`config.mk`:
```
export PLATFORM = sky130hd
export DESIGN_NAME = mem_port_arbiter
export DESIGN_NICKNAME = d
export VERILOG_FILES = /design/src/rtl/mem_port_arb_pkg.sv /design/src/rtl/mem_port_arb_id_fifo.sv /design/src/rtl/mem_port_arbiter.sv
export SDC_FILE = /design/constraint.sdc
export NUM_CORES = 1
export LEC_CHECK = 0
export CORE_AREA = 5 5 120 122
export CTS_CLUSTER_SIZE = 20
export DETAILED_ROUTE_END_ITERATION = 8
export DIE_AREA = 0 0 125 127
export GPL_ROUTABILITY_DRIVEN = 0
export PLACE_DENSITY = 0.65
export SLEW_MARGIN = 20
export SYNTH_ARGS = -nofsm -noshare
export SYNTH_HDL_FRONTEND = slang
export SYNTH_SLANG_ARGS = --single-unit
export TNS_END_PERCENT = 1
```
`constraint.sdc`:
```
create_clock -name clk_i -period 1.4 [get_ports clk_i]
set_input_delay 0.28 -clock clk_i [delete_from_list [all_inputs] [get_ports clk_i]]
set_output_delay 0.28 -clock clk_i [all_outputs]
set_load 0.02 [all_outputs]
```
`src/rtl/mem_port_arb_pkg.sv`:
```
// mem_port_arb_pkg: shared types and helpers for the main-memory port arbiter.
// Optional build macro used by the arbiter: MEM_PORT_ARB_PERF_EN.
package mem_port_arb_pkg;

  // Requester identity; also the value stored in the response-routing FIFO.
  typedef enum logic {
    REQ_DATA  = 1'b0,
    REQ_INSTR = 1'b1
  } req_id_e;

  localparam int NUM_REQ = 2;

  // Pointer width for a FIFO of the given depth; never narrower than 1 bit.
  function automatic int ptr_width(input int depth);
    return (depth <= 1) ? 1 : $clog2(depth);
  endfunction

endpackage

```
`src/rtl/mem_port_arb_id_fifo.sv`:
```
// mem_port_arb_id_fifo: small FIFO of requester IDs. Records which port issued
// each accepted memory transaction so in-order responses can be routed back.
// Push is ignored when full, pop is ignored when empty; both in one cycle keep
// the count unchanged and preserve order. Pointers wrap modulo DEPTH.
module mem_port_arb_id_fifo
  import mem_port_arb_pkg::*;
#(
  parameter int DEPTH = 2
) (
  input  logic    clk_i,
  input  logic    rstn_i,
  input  logic    push_i,
  input  req_id_e push_id_i,
  input  logic    pop_i,
  output logic    full_o,
  output logic    empty_o,
  output req_id_e head_o
);

  localparam int PTR_W = ptr_width(DEPTH);
  localparam int CNT_W = $clog2(DEPTH + 1);

  req_id_e          r_mem [DEPTH];
  logic [PTR_W-1:0] r_wr_ptr;
  logic [PTR_W-1:0] r_rd_ptr;
  logic [CNT_W-1:0] r_count;

  logic w_push;
  logic w_pop;

  function automatic logic [PTR_W-1:0] next_ptr(input logic [PTR_W-1:0] ptr);
    return (ptr == PTR_W'(DEPTH - 1)) ? '0 : ptr + PTR_W'(1);
  endfunction

  assign full_o  = (r_count == CNT_W'(DEPTH));
  assign empty_o = (r_count == '0);
  assign head_o  = r_mem[r_rd_ptr];
  assign w_push  = push_i && !full_o;
  assign w_pop   = pop_i && !empty_o;

  // Storage and write pointer: write the new ID at the tail on push.
  always_ff @(posedge clk_i or negedge rstn_i) begin
    if (!rstn_i) begin
      for (int i = 0; i < DEPTH; i++) begin
        r_mem[i] <= REQ_DATA;
      end
      r_wr_ptr <= '0;
    end else if (w_push) begin
      r_mem[r_wr_ptr] <= push_id_i;
      r_wr_ptr        <= next_ptr(r_wr_ptr);
    end
  end

  // Read pointer: advance past the head on pop.
  always_ff @(posedge clk_i or negedge rstn_i) begin
    if (!rstn_i) begin
      r_rd_ptr <= '0;
    end else if (w_pop) begin
      r_rd_ptr <= next_ptr(r_rd_ptr);
    end
  end

  // Occupancy: simultaneous push and pop leaves it unchanged.
  always_ff @(posedge clk_i or negedge rstn_i) begin
    if (!rstn_i) begin
      r_count <= '0;
    end else begin
      case ({w_push, w_pop})
        2'b10:   r_count <= r_count + CNT_W'(1);
        2'b01:   r_count <= r_count - CNT_W'(1);
        default: r_count <= r_count;
      endcase
    end
  end

endmodule

```
`src/rtl/mem_port_arbiter.sv`:
```
// mem_port_arbiter: shares one main-memory port between the data side (port 0)
// and the instruction-fetch side (port 1). Round-robin between simultaneous
// requests, bounded outstanding transactions, in-order response routing.
// Optional build macro: MEM_PORT_ARB_PERF_EN adds per-port grant/stall counters.
//
// Handshake: a requester raises mN_req with stable attributes until mN_gnt;
// a transfer happens in any cycle with memory_req && memory_gnt. Each transfer
// yields exactly one memory_rvalid, in issue order, at least one cycle later.
module mem_port_arbiter
  import mem_port_arb_pkg::*;
#(
  parameter int ADDR_WIDTH      = 32,
  parameter int MAX_OUTSTANDING = 2
) (
  input  logic                  clk_i,
  input  logic                  rstn_i,
  input  logic                  m0_req,
  input  logic [ADDR_WIDTH-1:0] m0_addr,
  input  logic                  m0_we,
  input  logic [3:0]            m0_be,
  input  logic [31:0]           m0_wdata,
  output logic                  m0_gnt,
  output logic                  m0_rvalid,
  output logic [31:0]           m0_rdata,
  input  logic                  m1_req,
  input  logic [ADDR_WIDTH-1:0] m1_addr,
  input  logic                  m1_we,
  input  logic [3:0]            m1_be,
  input  logic [31:0]           m1_wdata,
  output logic                  m1_gnt,
  output logic                  m1_rvalid,
  output logic [31:0]           m1_rdata,
  output logic                  memory_req,
  output logic [31:0]           memory_addr,
  output logic                  memory_we,
  output logic [3:0]            memory_be,
  output logic [31:0]           memory_wdata,
  input  logic                  memory_gnt,
  input  logic                  memory_rvalid,
  input  logic [31:0]           memory_rdata,
  output logic                  proto_err_o
`ifdef MEM_PORT_ARB_PERF_EN
  ,
  output logic [31:0]           perf0_grants_o,
  output logic [31:0]           perf0_stall_o,
  output logic [31:0]           perf1_grants_o,
  output logic [31:0]           perf1_stall_o
`endif
);

  req_id_e r_prio;
  logic    r_proto_err;

  req_id_e w_sel;
  req_id_e w_head;
  logic    w_any_req;
  logic    w_fifo_full;
  logic    w_fifo_empty;
  logic    w_xfer;
  logic    w_resp_ok;

  // Port selection: a lone requester wins; a tie goes to the priority pointer.
  always_comb begin
    w_sel = REQ_DATA;
    if (m0_req && m1_req) begin
      w_sel = r_prio;
    end else if (m1_req) begin
      w_sel = REQ_INSTR;
    end
  end

  // Admission looks only at the registered occupancy, so a pop in the same
  // cycle does not reopen a full FIFO until the following cycle.
  assign w_any_req  = m0_req || m1_req;
  assign memory_req = rstn_i && w_any_req && !w_fifo_full;
  assign w_xfer     = memory_req && memory_gnt;

  // Request attribute mux; everything reads zero while no request is driven.
  always_comb begin
    memory_addr  = '0;
    memory_we    = 1'b0;
    memory_be    = '0;
    memory_wdata = '0;
    if (memory_req) begin
      if (w_sel == REQ_INSTR) begin
        memory_addr  = 32'(m1_addr);
        memory_we    = m1_we;
        memory_be    = m1_be;
        memory_wdata = m1_wdata;
      end else begin
        memory_addr  = 32'(m0_addr);
        memory_we    = m0_we;
        memory_be    = m0_be;
        memory_wdata = m0_wdata;
      end
    end
  end

  assign m0_gnt = w_xfer && (w_sel == REQ_DATA);
  assign m1_gnt = w_xfer && (w_sel == REQ_INSTR);

  // Priority pointer: after each transfer the other port is favoured.
  always_ff @(posedge clk_i or negedge rstn_i) begin
    if (!rstn_i) begin
      r_prio <= REQ_DATA;
    end else if (w_xfer) begin
      r_prio <= (w_sel == REQ_DATA) ? REQ_INSTR : REQ_DATA;
    end
  end

  mem_port_arb_id_fifo #(
    .DEPTH (MAX_OUTSTANDING)
  ) u_id_fifo (
    .clk_i     (clk_i),
    .rstn_i    (rstn_i),
    .push_i    (w_xfer),
    .push_id_i (w_sel),
    .pop_i     (memory_rvalid),
    .full_o    (w_fifo_full),
    .empty_o   (w_fifo_empty),
    .head_o    (w_head)
  );

  // Responses are routed to the port at the FIFO head; orphans go nowhere.
  assign w_resp_ok = rstn_i && memory_rvalid && !w_fifo_empty;
  assign m0_rvalid = w_resp_ok && (w_head == REQ_DATA);
  assign m1_rvalid = w_resp_ok && (w_head == REQ_INSTR);
  assign m0_rdata  = m0_rvalid ? memory_rdata : '0;
  assign m1_rdata  = m1_rvalid ? memory_rdata : '0;

  // Sticky protocol error: a response arrived with nothing outstanding.
  always_ff @(posedge clk_i or negedge rstn_i) begin
    if (!rstn_i) begin
      r_proto_err <= 1'b0;
    end else if (memory_rvalid && w_fifo_empty) begin
      r_proto_err <= 1'b1;
    end
  end

  assign proto_err_o = r_proto_err;

`ifdef MEM_PORT_ARB_PERF_EN
  logic [31:0] r_perf0_grants;
  logic [31:0] r_perf0_stall;
  logic [31:0] r_perf1_grants;
  logic [31:0] r_perf1_stall;

  function automatic logic [31:0] sat_inc(input logic [31:0] v);
    return (v == 32'hFFFF_FFFF) ? v : v + 32'd1;
  endfunction

  // Saturating per-port grant and stall counters.
  always_ff @(posedge clk_i or negedge rstn_i) begin
    if (!rstn_i) begin
      r_perf0_grants <= '0;
      r_perf0_stall  <= '0;
      r_perf1_grants <= '0;
      r_perf1_stall  <= '0;
    end else begin
      if (m0_gnt)           r_perf0_grants <= sat_inc(r_perf0_grants);
      if (m0_req && !m0_gnt) r_perf0_stall  <= sat_inc(r_perf0_stall);
      if (m1_gnt)           r_perf1_grants <= sat_inc(r_perf1_grants);
      if (m1_req && !m1_gnt) r_perf1_stall  <= sat_inc(r_perf1_stall);
    end
  end

  assign perf0_grants_o = r_perf0_grants;
  assign perf0_stall_o  = r_perf0_stall;
  assign perf1_grants_o = r_perf1_grants;
  assign perf1_stall_o  = r_perf1_stall;
`endif

endmodule

```
# == After elaboration in Yosys (flattened, before gate mapping) ==
# Index checks and enable logic that the tools add are counted.
# totals
register_bits,8
word_cells,62
# op_classes
n_addsub,4
n_lt_le_gt_ge,3
n_eq_ne,3
mux,22
n_bitwise,4
n_reduce_logical,19
# ops
cell,n
$mux 32,6
$logic_and 1x1->1,14
$mux 1,11
$mux 4,2
$eq 2x2->1 const B,2
$ge 2x2->1 const B,2
$not 1->2,2
$pmux 2 s2,1
$add 1x1->1 const B,2
$add 2x1->2 const B,1
$bwmux 2,1
$eq 2x1->1 const B,1
$logic_not 1->1,2
$logic_not 2->1,1
$lt 2x1->1 const B,1
$not 1->1,2
$reduce_bool 2->1,1
$sub 2x1->2 const B,1
$demux 1 s1,1
$logic_or 1x1->1,1

# == Logic depth before layout (Yosys ltp) ==
# depth
depth_word,7
mapped_depth,7
depth_no_buf,6

# == Modules after synthesis ==
# From an unflattened synthesis, not the netlist that was laid out.
# hier_totals
cells_unflattened,355
area_unflattened_um2,2316.0
# modules_own_cells
mod,instances,cells_each,area_per_inst_um2,seq_area_each_um2
mem_port_arbiter,1,332,2033.2,50.0
mem_port_arb_id_fifo,1,23,282.8,150.1

# == Worst setup path after synthesis ==
# Ideal clock, no wire load.
# synth_timing
path_type,register to output
startpoint,register r_prio
endpoint,output port memory_addr[0]
arrival_time_ns,1.342
slack_ns,-0.222
stages_incl_launch_ff,6
path_buffers,2
cell_sequence,dfrtp_1 -> buf_2 -> nor2b_4 -> clkbuf_1 -> o21ai_0 -> a21oi_1
# synth_via
elab_chain_cells,3
# synth_rtl
element,line_no,text
from (decl),mem_port_arbiter.sv:51,req_id_e r_prio;
from (signal assigned),mem_port_arbiter.sv:107,r_prio <= (w_sel == REQ_DATA) ? REQ_INSTR : REQ_DATA;
$mux 1,mem_port_arbiter.sv:65,if (m0_req && m1_req) begin
$mux 32,mem_port_arbiter.sv:85,if (w_sel == REQ_INSTR) begin
$mux 32,mem_port_arbiter.sv:84,if (memory_req) begin
to (decl),mem_port_arbiter.sv:34,"output logic [31:0] memory_addr,"
# Every way passes these cells.

# == Final worst setup path ==
# layout_timing
startpoint,register r_prio
endpoint,output port memory_wdata[26]
# layout_via
elab_chain_cells,3
# layout_rtl
element,line_no,text
$mux 1,mem_port_arbiter.sv:65,
$mux 32,mem_port_arbiter.sv:85,
$mux 32,mem_port_arbiter.sv:84,
to (decl),mem_port_arbiter.sv:37,"output logic [31:0] memory_wdata,"
# Every way passes these cells.

==> impl_results.md <==
- Status: complete, but fails checks
- Violated checks: negative setup slack
- Post-synthesis cell count: 359
- Crit. End Element: output pin
- Vias in the first global route: 4335
- Met3 WL: approximately 1500 um
- Initial Utilization: 17.9%
- Syn Nets: 536
- Synth area leader: o211ai_1
- Fillers: 1250
- Starting DRT DRC Count: between 100 and 150
- Clock root buffer master: clkbuf_16
- Hold Crit Class: in -> async
- Sequential share of power: approximately 7%
- I/O Buffers: approximately 310
- Yosys warns: 0
- Post-synthesis mux area share: 1.87%
- Setup crit start kind: flop
- TritonCTS buffer count: 3
- Asr flop ratio synth: 100%
- Clock buffer depth: 2
- CP top delay family: buffers and inverters
- Complex-gate fraction of the synthesized area: 53.3%
- Switching power: 0.00304 W
- Peak supply drop: 0.361 mV
- Clk pin slew, worst setup/hold paths: 0.04 ns
- Relative slew slack: between 70% and 80%
- Standard-cell rows: between 40 and 50
- Clock sinks: 8
- Die area: between 15000 and 20000 um^2
- Fmax: ~520 MHz
- Power share of the clock group: 7.5%
- Top cell type's share of synthesized area: 22.2%
- RSZ-0062 raised after global routing: true
- CP max-delay cell: dfrtp_2
- Most common cell after layout, fill and taps aside: clkdlybuf4s50_1
- Post-DP Area: 6080 um^2
- Sw frac: 46.8%
- Setup ws final: -0.519 ns
- Worst path bufs/invs: 3
- Die Width: 125 um
- Max Slew Vio Count: 0
- Grt total ovfl: 0
- Endpoints failing setup: 143
- Syn avg cell area: 6.51 um^2
- Synthesized area: 2340 um^2
- WS Path Type: reg -> out
- Proportion of layout cells with a drive suffix above 1: between 40 and 50%
- Drt first pass iters: 4
- Ports: around 320
- Die Height: 127 um
- WP data arrival: between 1.5 and 2 ns
- Wl on met1: ~5700 um
- Pint: roughly 0.0035 W
- First-pass GRT wire length: 23500 um
- Via density: 4.92
- Post-DP HPWL: 11900 um
- CP cell instances: buf_4, buf_12, o211ai_1, a21oi_2, clkdlybuf4s15_2
- Crit-path max cell delay: roughly 0.42 ns
- CTS tree: built
- P&R area growth vs syn: 176%
- CTS Hold Bufs: 0
- WL met2: between 8000 and 9000 um
- P_leak: 2.50 nW
- Routed Antenna Nets: 0
- Final core occ: between 40% and 50%
- CP max FO: 43
- Most frequent cells in the layout: 171 x clkdlybuf4s50_1, 82 x buf_4, 80 x buf_6, 69 x o211ai_1, 69 x a21oi_2
- Final hold viol count: 0
- Main combinational cell family by area after synthesis: compound AO/OA/AOI/OAI gates
- Combinational share of power: 85.5%
- Core area: 13100 um^2
- Critical Path RT: 1.12 ns
- Post-synth EDFFs: 0
- Via count: 4190
- Simple-Gate Fraction of Synth Area: 21.7%
- Seq/Total Area, Yosys: 8.57%
- Pin count of the biggest net entering global routing: 51
- WL/cell: 19.1 um
- H-tree depth: 1
- Final WL: about 16000 um
- Final instance area: about 6500 um^2
- Period utilization: 137%
- Least-Margin Pin Slew: 0.331 ns
- Ys flop type: dfrtp_1
- DRC violations left: 0
- Post-route minimum period: 1.92 ns
- Skew final: approximately 0.0021 ns
- Synth Area in XOR/XNOR: ~1.9%
- Max-cap check violation count: 0
- Net count, final: 852
- Final Power: 0.00649 W
- Total global-route track usage: 17.9%
- Post-synthesis adder-cell area fraction: 0.535%
- #FFs+latches synth: 8
- Synth area leaders: o211ai_1 22%, and2_1 17%, a21oi_1 15%
- Clk_lat worst skew: 0.23 ns
- Pwr Density: 1010 nW/um^2
- Initial antenna violation count: 1
- Post-place setup slack: -1.16 ns
- Synth cell types: 31
- Uppermost layer routed: met4
## kinds of logic after synthesis
logic type | count (synthesis)
flip-flops | 8
XOR/XNOR | 5
adder cells (fa/ha/maj) | 1
AO/OA/AOI/OAI | 211
AND/OR/NAND/NOR | 77
multiplexers | 4
buffers and inverters | 53
## flip-flops by register name (all words and copies together), names as in the netlist
name	count
proto_err_o	1
r_prio	1
u_id_fifo.r_count	2
u_id_fifo.r_mem	2
u_id_fifo.r_rd_ptr	1
u_id_fifo.r_wr_ptr	1
## path summary, 6_finish.rpt
path / from / endpoint / slack [ns] / cells after the start
setup / recovery: r_prio / memory_wdata[26] / -0.52 / 5
hold reg to reg: proto_err_o / proto_err_o / 0.44 / 1
setup reg to reg: u_id_fifo.r_count[1] / u_id_fifo.r_count[1] / -0.19 / 8
min in group clk_i: memory_rvalid / proto_err_o / 0.43 / 2
max in group asynchronous: rstn_i / r_prio / 1.10 / 2
hold / removal: rstn_i / u_id_fifo.r_rd_ptr / 0.18 / 2
## synth_stat cells, types with 2 or more instances
library cell,number
xor2_1,2
o21ai_1,10
o211ai_1,69
buf_2,8
buf_6,6
o21ai_0,60
inv_2,2
nor2_1,5
buf_4,8
clkbuf_1,26
dfrtp_1,8
mux2_2,3
and2_1,64
xnor2_1,3
a21oi_1,69
## final cells by class
class	count	area (um^2)	share of cell area [%]
Multi-Input combinational cell	301	2300	35.6
Antenna cell	1	2.50	0.0388
Timing Repair Buffer	358	3640	56.4
Tap cell	176	220	3.41
Clock buffer	4	78.8	1.22
Sequential cell	8	201	3.12
Inverter	3	11.3	0.175
## metrics by stage
stage	cells	hold slack (ns)	TNS, ns
detailed placement	830	0.446	-144.05
CTS	842	0.174	-63.60
floorplan	359	-0.0156	-7.55
global route	851	0.198	-66.15
global placement	830	0.445	-140.22
finish	851	0.179	-56.72
## power by group through the flow
stage,Sequential [W],Combinational (W),Clock (W)
after floorplan,0.000412,0.00264,0
after global placement,0.000432,0.00475,0
after detailed placement,0.000439,0.00480,0
after CTS,0.000460,0.00511,0.000497
after global routing,0.000471,0.00587,0.000513
final,0.000451,0.00555,0.000488
## layer usage
| layer | vias up | global-route usage (%) |
|---|---|---|
| met5 | - | 0 |
| met2 | 229 | 34.5 |
| met3 | 25 | 6.09 |
| li1 | 1970 | - |
| met1 | 1966 | 18.5 |
| met4 | 0 | 4.46 |
## timing repair
item,4_1_cts,5_1_grt
setup endpoints to repair,145,143
resized for setup,720,110
gates cloned,4,5
pin swaps,25,26
setup buffers,4,3
Note: power is estimated with default switching activity, not from simulation.
